==> src/rtl/keypad_arbiter.sv <==
// Shares one 10-key keypad between three requesters: round-robin grant, edge-detected
// single-key acceptance, inactivity timeout, and a one-cycle dead gap between owners.
//
// state | meaning
// IDLE  | no owner; arbitrate pending requests round-robin
// OWNED | grant held; accepted keys go to the owner, inactivity counted
// GAP   | one dead cycle with grant=0 before arbitrating again
module keypad_arbiter #(
  parameter int TIMEOUT = 600,
  parameter int CNT_W   = 10
) (
  input  logic       CLK,
  input  logic       RST,
  input  logic [9:0] keys,
  input  logic [2:0] req,
  input  logic [2:0] rel,
  output logic [2:0] grant,
  output logic [2:0] key_valid,
  output logic [3:0] key_code,
  output logic       busy,
  output logic       timeout
);

  typedef enum logic [1:0] {IDLE, OWNED, GAP} state_t;

  localparam logic [CNT_W-1:0] CNT_LAST = CNT_W'(TIMEOUT - 1);

  state_t           state_q, state_d;
  logic [2:0]       grant_q, grant_d;
  logic [2:0]       key_valid_q, key_valid_d;
  logic [3:0]       key_code_q, key_code_d;
  logic             timeout_q, timeout_d;
  logic [CNT_W-1:0] cnt_q, cnt_d;
  logic [1:0]       ptr_q, ptr_d;
  logic [9:0]       keys_q, keys_d;
  logic             acc_q, acc_d;
  logic [3:0]       acc_code_q, acc_code_d;

  logic [9:0] press;
  logic [1:0] pick;
  logic       rel_own, req_own, expired;

  // A press is registered here first, so the owner sees it one cycle after sampling.
  always_comb begin
    keys_d     = keys;
    press      = keys & ~keys_q;
    acc_d      = (press != '0) && ((press & (press - 10'd1)) == '0);
    acc_code_d = '0;
    for (int i = 0; i < 10; i++) begin
      if (press[i]) acc_code_d = 4'(i);
    end
  end

  always_comb begin
    pick = 2'd0;
    case (ptr_q)
      2'd0:    pick = req[1] ? 2'd1 : (req[2] ? 2'd2 : 2'd0);
      2'd1:    pick = req[2] ? 2'd2 : (req[0] ? 2'd0 : 2'd1);
      default: pick = req[0] ? 2'd0 : (req[1] ? 2'd1 : 2'd2);
    endcase
  end

  always_comb begin
    state_d     = state_q;
    grant_d     = grant_q;
    key_valid_d = '0;
    key_code_d  = key_code_q;
    timeout_d   = 1'b0;
    cnt_d       = cnt_q;
    ptr_d       = ptr_q;
    rel_own     = |(rel & grant_q);
    req_own     = |(req & grant_q);
    expired     = !acc_q && (cnt_q == CNT_LAST);
    case (state_q)
      IDLE: begin
        if (req != '0) begin
          state_d = OWNED;
          grant_d = 3'b001 << pick;
          ptr_d   = pick;
          cnt_d   = '0;
        end
      end
      OWNED: begin
        if (acc_q) begin
          key_valid_d = grant_q;
          key_code_d  = acc_code_q;
          cnt_d       = '0;
        end else if (cnt_q != '1) begin
          cnt_d = cnt_q + 1'b1;
        end
        // Dropping req counts as a release, so it also suppresses the timeout pulse.
        if (rel_own || !req_own || expired) begin
          state_d   = GAP;
          grant_d   = '0;
          timeout_d = expired && !rel_own && req_own;
        end
      end
      GAP: begin
        state_d = IDLE;
        grant_d = '0;
      end
      default: begin
        state_d = IDLE;
        grant_d = '0;
      end
    endcase
  end

  always_ff @(posedge CLK) begin
    if (RST) begin
      state_q     <= IDLE;
      grant_q     <= '0;
      key_valid_q <= '0;
      key_code_q  <= '0;
      timeout_q   <= 1'b0;
      cnt_q       <= '0;
      ptr_q       <= 2'd2;
      keys_q      <= keys;
      acc_q       <= 1'b0;
      acc_code_q  <= '0;
    end else begin
      state_q     <= state_d;
      grant_q     <= grant_d;
      key_valid_q <= key_valid_d;
      key_code_q  <= key_code_d;
      timeout_q   <= timeout_d;
      cnt_q       <= cnt_d;
      ptr_q       <= ptr_d;
      keys_q      <= keys_d;
      acc_q       <= acc_d;
      acc_code_q  <= acc_code_d;
    end
  end

  assign grant     = grant_q;
  assign key_valid = key_valid_q;
  assign key_code  = key_code_q;
  assign busy      = |grant_q;
  assign timeout   = timeout_q;

endmodule
==> config.mk <==
export PLATFORM = sky130hd
export DESIGN_NAME = keypad_arbiter
export DESIGN_NICKNAME = d
export VERILOG_FILES = /design/src/rtl/keypad_arbiter.sv
export SDC_FILE = /design/constraint.sdc
export NUM_CORES = 1
export LEC_CHECK = 0
export ABC_AREA = 1
export CAP_MARGIN = 20
export CORE_AREA = 4 4 85 87
export CTS_BUF_LIST = sky130_fd_sc_hd__clkbuf_2
export CTS_CLUSTER_DIAMETER = 30
export DETAILED_ROUTE_END_ITERATION = 16
export DIE_AREA = 0 0 89 91
export PLACE_DENSITY = 0.57
export SLEW_MARGIN = 20
export SYNTH_ARGS = -nofsm -noshare
export SYNTH_HDL_FRONTEND = slang
export SYNTH_SLANG_ARGS = --single-unit
==> constraint.sdc <==
create_clock -name CLK -period 2 [get_ports CLK]
set_input_delay 0.2 -clock CLK [delete_from_list [all_inputs] [get_ports CLK]]
set_output_delay 0.2 -clock CLK [all_outputs]
set_load 0.1 [all_outputs]
==> results.py, run 1 <==
metrics = {
    "run_status": {
        "outcome": "finished clean",
    },
    "timing": {
        "finalSetupViolCount": 0,
        "setup-tns-final_ns": 0,
        "skew_ns": 0.0352,
        "final_hold_viol_count": 0,
        "rsz0062_at_grt": "false",
        "timing.fmax_mhz": 630,
        "slew_headroom": 0.754,
        "slew_viol_final": 0,
        "setup_ws_ns": 0.414,
        "finalCriticalPeriod_ns": 1.59,
        "min_period_over_period": 0.793,
        "worstMarginPinSlew_ns": 0.367,
    },
    "setup_path": {
        "crit_family": "simple AND/OR/NAND/NOR gates",
        "worstSetupPathType": "reg2reg",
        "rr_endpoint": "cnt_q[4]",
        "worst-path-buf-inv": 0,
        "cpMaxStageDelayCell": "dfxtp_1",
        "worst-path-max-fanout": 8,
        "r2r_cells": 9,
        "cp.arrival_ns": 1.90,
        "cp_cell_sequence": "ha_1 -> nand2_2 -> nor2_4 -> nand3_2 -> nor2_4 -> nand2_4 -> nand2_8 -> nand2_1 -> a21oi_1",
        "worstSetupEndpointType": "flop",
        "ff2ff_setup_slack_ns": 0.41,
        "path_common_cell": "nor2_4",
        "startpoint": "cnt_q[0]",
        "critPathMaxStageDelay_ns": 0.42,
        "crit_path_start_kind": "flop",
        "r2r-start": "cnt_q[0]",
        "crit_required_ns": 2.31,
    },
    "floorplanning": {
        "coreArea_um2": 6350,
        "initial_core_util": 0.291,
        "die_h_um": 91,
        "die_area_um2": 8100,
        "die_w_um": 89,
        "ios": 30,
        "row_count": 29,
    },
    "clock_tree": {
        "cts_tree": "done",
        "post_cts_resized": 0,
        "cts_root_buffer": "clkbuf_2",
        "cts_post_setup_buffers_inserted": 0,
        "clk-insertion-delay-late_ns": 0.40,
        "clk_path_buf_depth": 2,
        "ctsHoldBuffers": 0,
        "htreeDepth": 2,
        "cts_buffers": 5,
        "clkSinkCount": 40,
        "clk_pin_slew_ns": 0.21,
    },
    "final_layout": {
        "area_delta_synth_final_pct": 22.5,
        "final_util": 0.357,
        "design_area_um2": 2260,
        "antennaDiodeCount": 0,
        "drive_gt1_frac": 0.119,
        "layout.nets": 332,
    },
    "grt": {
        "track_usage": 0.113,
        "grt_max_degree": 11,
        "antenna_found_initial": 0,
        "grt-ovfl-total": 0,
        "grt_pass1_vias": 1645,
        "grt_pass1_wl_um": 7310,
    },
    "pwr": {
        "ir_drop_uv": 352,
        "combPwrFrac": 0.242,
        "switching_share": 0.338,
        "p_leak_nw": 1.06,
        "intPower_mw": 1.02,
        "p_seq_frac": 0.558,
        "clkPwrFrac": 0.201,
        "power_mw": 1.55,
        "power_density_nw_per_um2": 682,
        "p_switching_uw": 523,
    },
    "synth": {
        "post_synth.cell_area_avg_um2": 6.74,
        "seq_area_frac_synth": 0.433,
        "yosysUniqueCellTypes": 25,
        "syn_nets": 293,
        "syn_inst": 274,
        "ys_warn_count": 0,
        "synth-seq-cells": 40,
        "synth_area_um2": 1850,
    },
    "place": {
        "place.gp.congestion": 0.886,
        "pre_cts_slack_ns": 0.312,
        "placed_area_um2": 2240,
        "hpwlAfterDp_um": 3300,
        "port_buffers": 29,
    },
    "worst_hold_path": {
        "holdCritStartpoint": "keys[5]",
        "hold_depth": 1,
        "hold_end": "keys_q[5]",
        "hp-class": "in2reg",
    },
    "routing": {
        "wl_per_cell_um": 10.8,
        "drc_errors": 0,
        "drt_iter0_markers": 73,
        "drtAntennaViolNets": 0,
        "vias": 1733,
        "first_pass_iters": 4,
        "via_per_inst": 4.47,
        "routed_wl_um": 4200,
    },
    "job": {
        "maxCapViolCount": 0,
    },
}
## worst max-delay path by stage
| stage | to | slack (ns) | depth (start not counted) |
|---|---|---|---|
| 2_1_floorplan | grant[0] | 0.16 | 9 |
| 3_3_place_gp | grant[0] | 0.29 | 10 |
| 3_5_place_dp | grant[0] | 0.31 | 10 |
| 4_1_cts | cnt_q[4] | 0.43 | 9 |
| 5_1_grt | cnt_q[6] | 0.28 | 9 |
| 6_report | cnt_q[4] | 0.41 | 9 |
## layer usage
layer | track usage | wire length [µm] | up-vias
met5 | 0 | 0 | -
met4 | 0.0422 | 74 | 0
met3 | 0.0326 | 237 | 8
met2 | 0.175 | 1890 | 32
met1 | 0.147 | 2000 | 763
li1 | - | - | 930
## cells in the final DEF, fill, tap and decap left out
cell             netlist  layout
buf_4                  0      17
dfxtp_1               40      40
clkinv_1               1       1
inv_2                  3       3
nand2_2                2       2
inv_1                 41      41
nand4_1                4       4
nand2_8                1       1
a21oi_1               14      14
a21oi_2                3       3
nor3_2                 1       1
ha_1                   1       1
nand3_1               18      17
nor4_1                 1       1
o211ai_1               1       1
o21bai_1               2       2
clkbuf_2               0       5
o21ai_0               12      12
nand3_2                1       2
clkdlybuf4s50_1        0      17
nor3_1                 5       5
nor2_4                 2       2
nand3b_1               1       1
nand2_1               77      77
nor2_1                40      40
nand2_4                1       1
## cell type report
type | count | area (µm²)
flip-flops and latches | 40 | 801
repair buffers | 34 | 298
inverters | 45 | 169
multi-input cells | 187 | 876
clock buffers | 5 | 25.0
fillers | 678 | 4090
well taps | 77 | 96.3
## Yosys cell counts
cell       n  area share
nor2_4     2       0.012
nor2_1    40       0.081
inv_2      3      0.0061
clkbuf_1   1      0.0020
clkinv_1   1      0.0020
a21oi_2    3       0.014
o21ai_0   12       0.032
inv_1     41       0.083
nand2_4    1      0.0061
a21oi_1   14       0.038
nand2_2    2      0.0068
nand3b_1   1      0.0041
nor4_1     1      0.0034
nand2_1   77        0.16
ha_1       1      0.0068
o211ai_1   1      0.0041
dfxtp_1   40        0.43
nand2_8    1       0.011
nand3_2    1      0.0054
nor3_2     1      0.0054
nand4_1    4       0.014
nor3_1     5       0.014
o21bai_1   2      0.0081
nand3_1   18       0.049
buf_1      1      0.0020
## cell families after synthesis
group / count (synthesis) / synth area share
DFF: 40 / 0.433
buffers and inverters: 47 / 0.0955
adders and majority gates: 1 / 0.00677
and+or+nand+nor: 154 / 0.368
AOI/OAI and AO/OA: 32 / 0.0968
## through the flow
stage | hold slack, ns | std cells
6_report | 0.278 | 388
5_1_grt | 0.228 | 388
4_1_cts | 0.256 | 388
3_5_place_dp | 0.442 | 383
3_3_place_gp | 0.442 | 383
2_1_floorplan | 0.228 | 274
## power groups by stage
stage	sequential [mW]	combinational [mW]	clock, mW
floorplan	0.936	0.200	0
global placement	0.878	0.373	0
detailed placement	0.879	0.374	0
CTS	0.862	0.376	0.328
global route	0.868	0.412	0.367
finish	0.862	0.373	0.310
## registers in the layout (all words and copies together), names as in the netlist
name        flops
timeout         1
key_code        4
acc_code_q      4
state_q         2
grant           3
acc_q           1
cnt_q          10
keys_q         10
key_valid       3
ptr_q           2
## worst register-to-register path, stage by stage, from the launching register on
cell,delay [ns]
dfxtp_1,0.42
ha_1,0.20
nand2_2,0.11
nor2_4,0.14
nand3_2,0.11
nor2_4,0.15
nand2_4,0.10
nand2_8,0.10
nand2_1,0.06
a21oi_1,0.12
(Power assumes the default switching activity.)
==> run 2, diff against run 1 <==
--- a/config.mk
+++ b/config.mk
@@ -12,7 +12,7 @@
 export CTS_CLUSTER_DIAMETER = 30
 export DETAILED_ROUTE_END_ITERATION = 16
 export DIE_AREA = 0 0 89 91
-export PLACE_DENSITY = 0.57
+export PLACE_DENSITY = 0.59
 export SLEW_MARGIN = 20
 export SYNTH_ARGS = -nofsm -noshare
 export SYNTH_HDL_FRONTEND = slang
==> constraint.sdc (replaced) <==
create_clock -name CLK -period 1.4 [get_ports CLK]
set_input_delay 0.14 -clock CLK [delete_from_list [all_inputs] [get_ports CLK]]
set_output_delay 0.14 -clock CLK [all_outputs]
set_load 0.1 [all_outputs]
==> run 2 against run 1 <==
Compared with the run above: via count rose by 6.8%; clock-buffer cell count did not move; global-route usage rose by 0.23 points; sequential cell count did not move; the run now ends with setup timing left; worst setup slack got worse by 0.51 ns; cell count rose by 6.4%; combinational power rose by 78%; total power rose by 70%; non-clock buffer count rose by 22; largest power group unchanged.
==> results.py, run 2 (synthesis gave the netlist of run 1 again) <==
metrics = {
    "floorplanning": {
        "row_count": 29,
        "initial_core_util": 0.291,
        "die_h_um": 91,
        "ios": 30,
        "coreArea_um2": 6350,
        "die_w_um": 89,
        "die_area_um2": 8100,
    },
    "job": {
        "maxCapViolCount": 0,
    },
    "run_status": {
        "violations": "setup timing",
        "outcome": "finished with violations",
    },
    "setup_path": {
        "worst-path-buf-inv": 0,
        "critPathMaxStageDelay_ns": 0.42,
        "crit_path_start_kind": "flop",
        "crit_family": "simple AND/OR/NAND/NOR gates",
        "cp-endpoint": "cnt_q[6]",
        "rr_endpoint": "cnt_q[6]",
        "r2r_cells": 9,
        "cpMaxStageDelayCell": "dfxtp_4",
        "startpoint": "cnt_q[0]",
        "cp.arrival_ns": 1.84,
        "ff2ff_setup_slack_ns": -0.09,
        "worst-path-max-fanout": 8,
        "crit_cells": 9,
        "crit_required_ns": 1.75,
        "cp_cell_sequence": "ha_4 -> nand2_4 -> nor2_4 -> nand3_4 -> nor2_4 -> nand2_4 -> nand2_8 -> nand2_2 -> a21oi_1",
        "worstSetupEndpointType": "flop",
        "worstSetupPathType": "reg2reg",
        "r2r-start": "cnt_q[0]",
    },
    "clock_tree": {
        "clk-insertion-delay-late_ns": 0.41,
        "ctsHoldBuffers": 0,
        "htreeDepth": 2,
        "cts_buffers": 5,
        "clkSinkCount": 40,
        "cts_root_buffer": "clkbuf_2",
        "clk_path_buf_depth": 2,
        "cts_tree": "done",
        "clk_pin_slew_ns": 0.23,
    },
    "final_layout": {
        "largest_registers": "cnt_q x10, keys_q x10",
        "layout.nets": 354,
        "antennaDiodeCount": 0,
        "layout_common_cells": "nand2_1, inv_1, nor2_1",
        "final_util": 0.435,
        "area_delta_synth_final_pct": 49.6,
        "drive_gt1_frac": 0.274,
        "design_area_um2": 2770,
        "final_cells": 413,
        "layout_commonest_cell": "nand2_1",
    },
    "grt": {
        "use_met3": 0.0290,
        "grt-ovfl-total": 0,
        "grt_max_degree": 15,
        "use_met1": 0.143,
        "grt_pass1_vias": 1732,
        "grt_use_met2": 0.188,
        "track_usage": 0.115,
        "grt_pass1_wl_um": 7380,
        "antenna_found_initial": 0,
        "gr-max-usage-layer": "met2",
    },
    "timing": {
        "finalCriticalPeriod_ns": 1.49,
        "timing.fmax_mhz": 670,
        "slew_headroom": 0.813,
        "slew_viol_final": 0,
        "worstMarginPinSlew_ns": 0.280,
        "setup_ws_ns": -0.0932,
        "final_hold_viol_count": 0,
        "rsz0062_at_grt": "true",
        "finalSetupViolCount": 9,
        "min_period_over_period": 1.07,
        "setup-tns-final_ns": -0.581,
        "skew_ns": 0.0232,
    },
    "place": {
        "placed_area_um2": 2530,
        "hpwlAfterDp_um": 3450,
        "port_buffers": 29,
        "dp_cells": 400,
        "place.gp.congestion": 0.870,
        "pre_cts_slack_ns": -0.151,
    },
    "worst_hold_path": {
        "hp-class": "in2reg",
        "hold_depth": 1,
    },
    "routing": {
        "first_pass_iters": 4,
        "wl_per_cell_um": 11.1,
        "drtAntennaViolNets": 0,
        "via_per_inst": 4.48,
        "drc_errors": 0,
        "drt_iter0_markers": 70,
        "routed_wl_um": 4600,
        "vias": 1850,
    },
    "pwr": {
        "ir_drop_uv": 538,
        "power_density_nw_per_um2": 948,
        "p_leak_nw": 1.25,
    },
}
-- run 2: cell types whose count changed in the layout (fill, tap and decap cells not counted), moves of 5 or more --
cell,previous run,this run
buf_12,0,12
buf_4,17,26
nand2_1,77,69
nand2_2,2,9
dfxtp_1,40,34
nand3_1,17,12
-- run 2: layout make-up --
type                    instances  area (µm²)
well taps                      77        96.3
clock buffers                   5        25.0
clock inverters                 3        46.3
multi-input cells             187         993
repair buffers                 56         617
flip-flops and latches         40         818
fillers                       653        3580
inverters                      45         169
-- run 2: power by group --
part           internal (mW)  total (mW)  switching, mW
clock network          0.308       0.717          0.409
registers               1.20        1.24         0.0393
logic                  0.262       0.665          0.403
-- run 2: worst min-delay path by stage --
stage / from / endpoint
after floorplan: keys[0] / keys_q[0]
after global placement: acc_code_q[3] / key_code[3]
after detailed placement: acc_code_q[1] / key_code[1]
after CTS: keys[4] / keys_q[4]
after global routing: keys[4] / keys_q[4]
final: keys[4] / keys_q[4]
-- run 2: metrics by stage --
stage	power, mW	hold slack (ns)
detailed placement	1.89	0.452
finish	2.62	0.167
global placement	1.88	0.437
CTS	2.63	0.128
global route	2.78	0.118
floorplan	1.62	0.168
-- run 2: repair_timing --
item | in CTS | in global routing
pin swaps | 8 | 15
setup buffers | 1 | 4
setup endpoints to repair | 14 | 15
gates resized for setup | 10 | 27
-- run 2: layer usage --
layer | share of wire | routed length [µm]
met1 | 0.46 | 2100
met2 | 0.48 | 2230
met3 | 0.036 | 166
met4 | 0.025 | 113
met5 | 0 | 0
==> edit: new RTL, settings of run 1 <==
Add an input register stage for `keys`, without a reset; this delays it by one clock. The other inputs are not delayed to match.
--- a/src/rtl/keypad_arbiter.sv
+++ b/src/rtl/keypad_arbiter.sv
@@ -26,4 +26,10 @@
   localparam logic [CNT_W-1:0] CNT_LAST = CNT_W'(TIMEOUT - 1);
 
+  logic [9:0] keys_r;
+
+  always_ff @(posedge CLK) begin
+    keys_r <= keys;
+  end
+
   state_t           state_q, state_d;
   logic [2:0]       grant_q, grant_d;
@@ -43,6 +49,6 @@
   // A press is registered here first, so the owner sees it one cycle after sampling.
   always_comb begin
-    keys_d     = keys;
-    press      = keys & ~keys_q;
+    keys_d     = keys_r;
+    press      = keys_r & ~keys_q;
     acc_d      = (press != '0) && ((press & (press - 10'd1)) == '0);
     acc_code_d = '0;
@@ -116,5 +122,5 @@
       cnt_q       <= '0;
       ptr_q       <= 2'd2;
-      keys_q      <= keys;
+      keys_q      <= keys_r;
       acc_q       <= 1'b0;
       acc_code_q  <= '0;
Function: changed (a bounded check fails within 4 cycles, from zero or initial values and one cycle with RST high).
==> edit against run 1 <==
Cell count rose by 1.0%; routed wire length is 5.0% lower; sequential cell count up 10; non-clock buffer count is 3 lower; critical path type unchanged; largest power group unchanged; cell area rose by 7.8%; worst setup slack got worse by 0.062 ns; synthesized cell count grew 1.8%; total power grew 18%; area after synthesis is 10% higher; utilization grew 2.8 points.
==> edit: results <==
export IMPL_status="finished clean"
export IMPL_synth_area_leaders="dfxtp_1 49%, nand2_1 14%, inv_1 7.9%"
export IMPL_period_minus_slack_ns=1.65
export IMPL_hp_start="keys[9]"
export IMPL_p_leak_uw=0.00110
export IMPL_synth_distinct_cells=26
export IMPL_clk_latency_ns=0.42
export IMPL_first_global_vias=1625
export IMPL_r2r_setup_slack_ns=0.35
export IMPL_cp_endpoint="grant[2]$_SDFFE_PP0P_"
export IMPL_cp_max_fo=6
export IMPL_max_cap_violations=0
export IMPL_drive_gt1_frac=0.108
export IMPL_worst_pin_slew_ns=0.416
export IMPL_ir_drop_uv=356
export IMPL_drtPass1Iterations=4
export IMPL_critPathArrivalTime_ns=1.99
export IMPL_grt_max_degree=20
export IMPL_grt_usage=0.107
export IMPL_dpl_cell_area_um2=2400
export IMPL_nFillCells=647
export IMPL_clkSlewWorstSetupHoldPaths_ns=0.24
export IMPL_synth_seq_area_share=0.492
export IMPL_finalWirelength_um=3990
export IMPL_skew_ns=0.00955
export IMPL_gp_congestion=0.871
export IMPL_pre_cts_ws_ns=0.346
export IMPL_r2r_cells=8
## edit: layout make-up
class / count / area share
timing repair buffer: 31 / 0.113
clock inverter: 2 / 0.00564
multi-input combinational: 181 / 0.350
tap: 77 / 0.0395
sequential: 50 / 0.410
clock buffer: 6 / 0.0123
inverter: 45 / 0.0702
## edit: power by group
part	internal [µW]	switching (µW)	leakage, µW
Sequential	1050	37.0	0.000413
Clock	92.5	310	0.0000330
Combinational	110	222	0.000658
Total	1250	569	0.00110
## edit: worst max-delay path: stages (launching register included)
cell	delay, ns
dfxtp_1	0.49
ha_1	0.24
nand2_1	0.09
nor3_1	0.20
nand3_1	0.16
nand2_1	0.12
nand2_1	0.13
nand2_1	0.09
a21oi_1	0.05
## edit: routing by layer
metal  vias to the layer above  global-route usage  share of wire
met5                         -                   0              0
met4                         0              0.0298         0.0063
met3                         5              0.0335          0.067
met2                        39               0.171           0.45
met1                       774               0.139           0.48
li1                        944                   -              -
## edit: through the flow
step                total power (µW)  hold slack [ns]  instances  utilization
finish                          1820            0.182        392        0.384
floorplan                       1340            0.228        279            -
global placement                1440            0.336        384        0.378
global route                    1940            0.120        392        0.384
detailed placement              1440            0.338        384        0.378
CTS                             1850            0.151        392        0.384
## edit: logic make-up after synthesis
logic type,share of synthesized area
buf+inv,0.0905
xor+xnor,0.00431
simple gates,0.324
flops,0.492
fa+ha+maj,0.00615
compound gates,0.0825
## edit: worst min-delay path by stage
stage | to | slack [ns] | cells past startpoint
floorplan | keys_d[0]$_DFF_P_ | 0.23 | 0
global placement | keys_q[9]$_DFF_P_ | 0.34 | 0
detailed placement | keys_q[6]$_DFF_P_ | 0.34 | 0
CTS | keys_d[9]$_DFF_P_ | 0.15 | 1
global route | keys_d[7]$_DFF_P_ | 0.12 | 1
finish | keys_d[9]$_DFF_P_ | 0.18 | 1
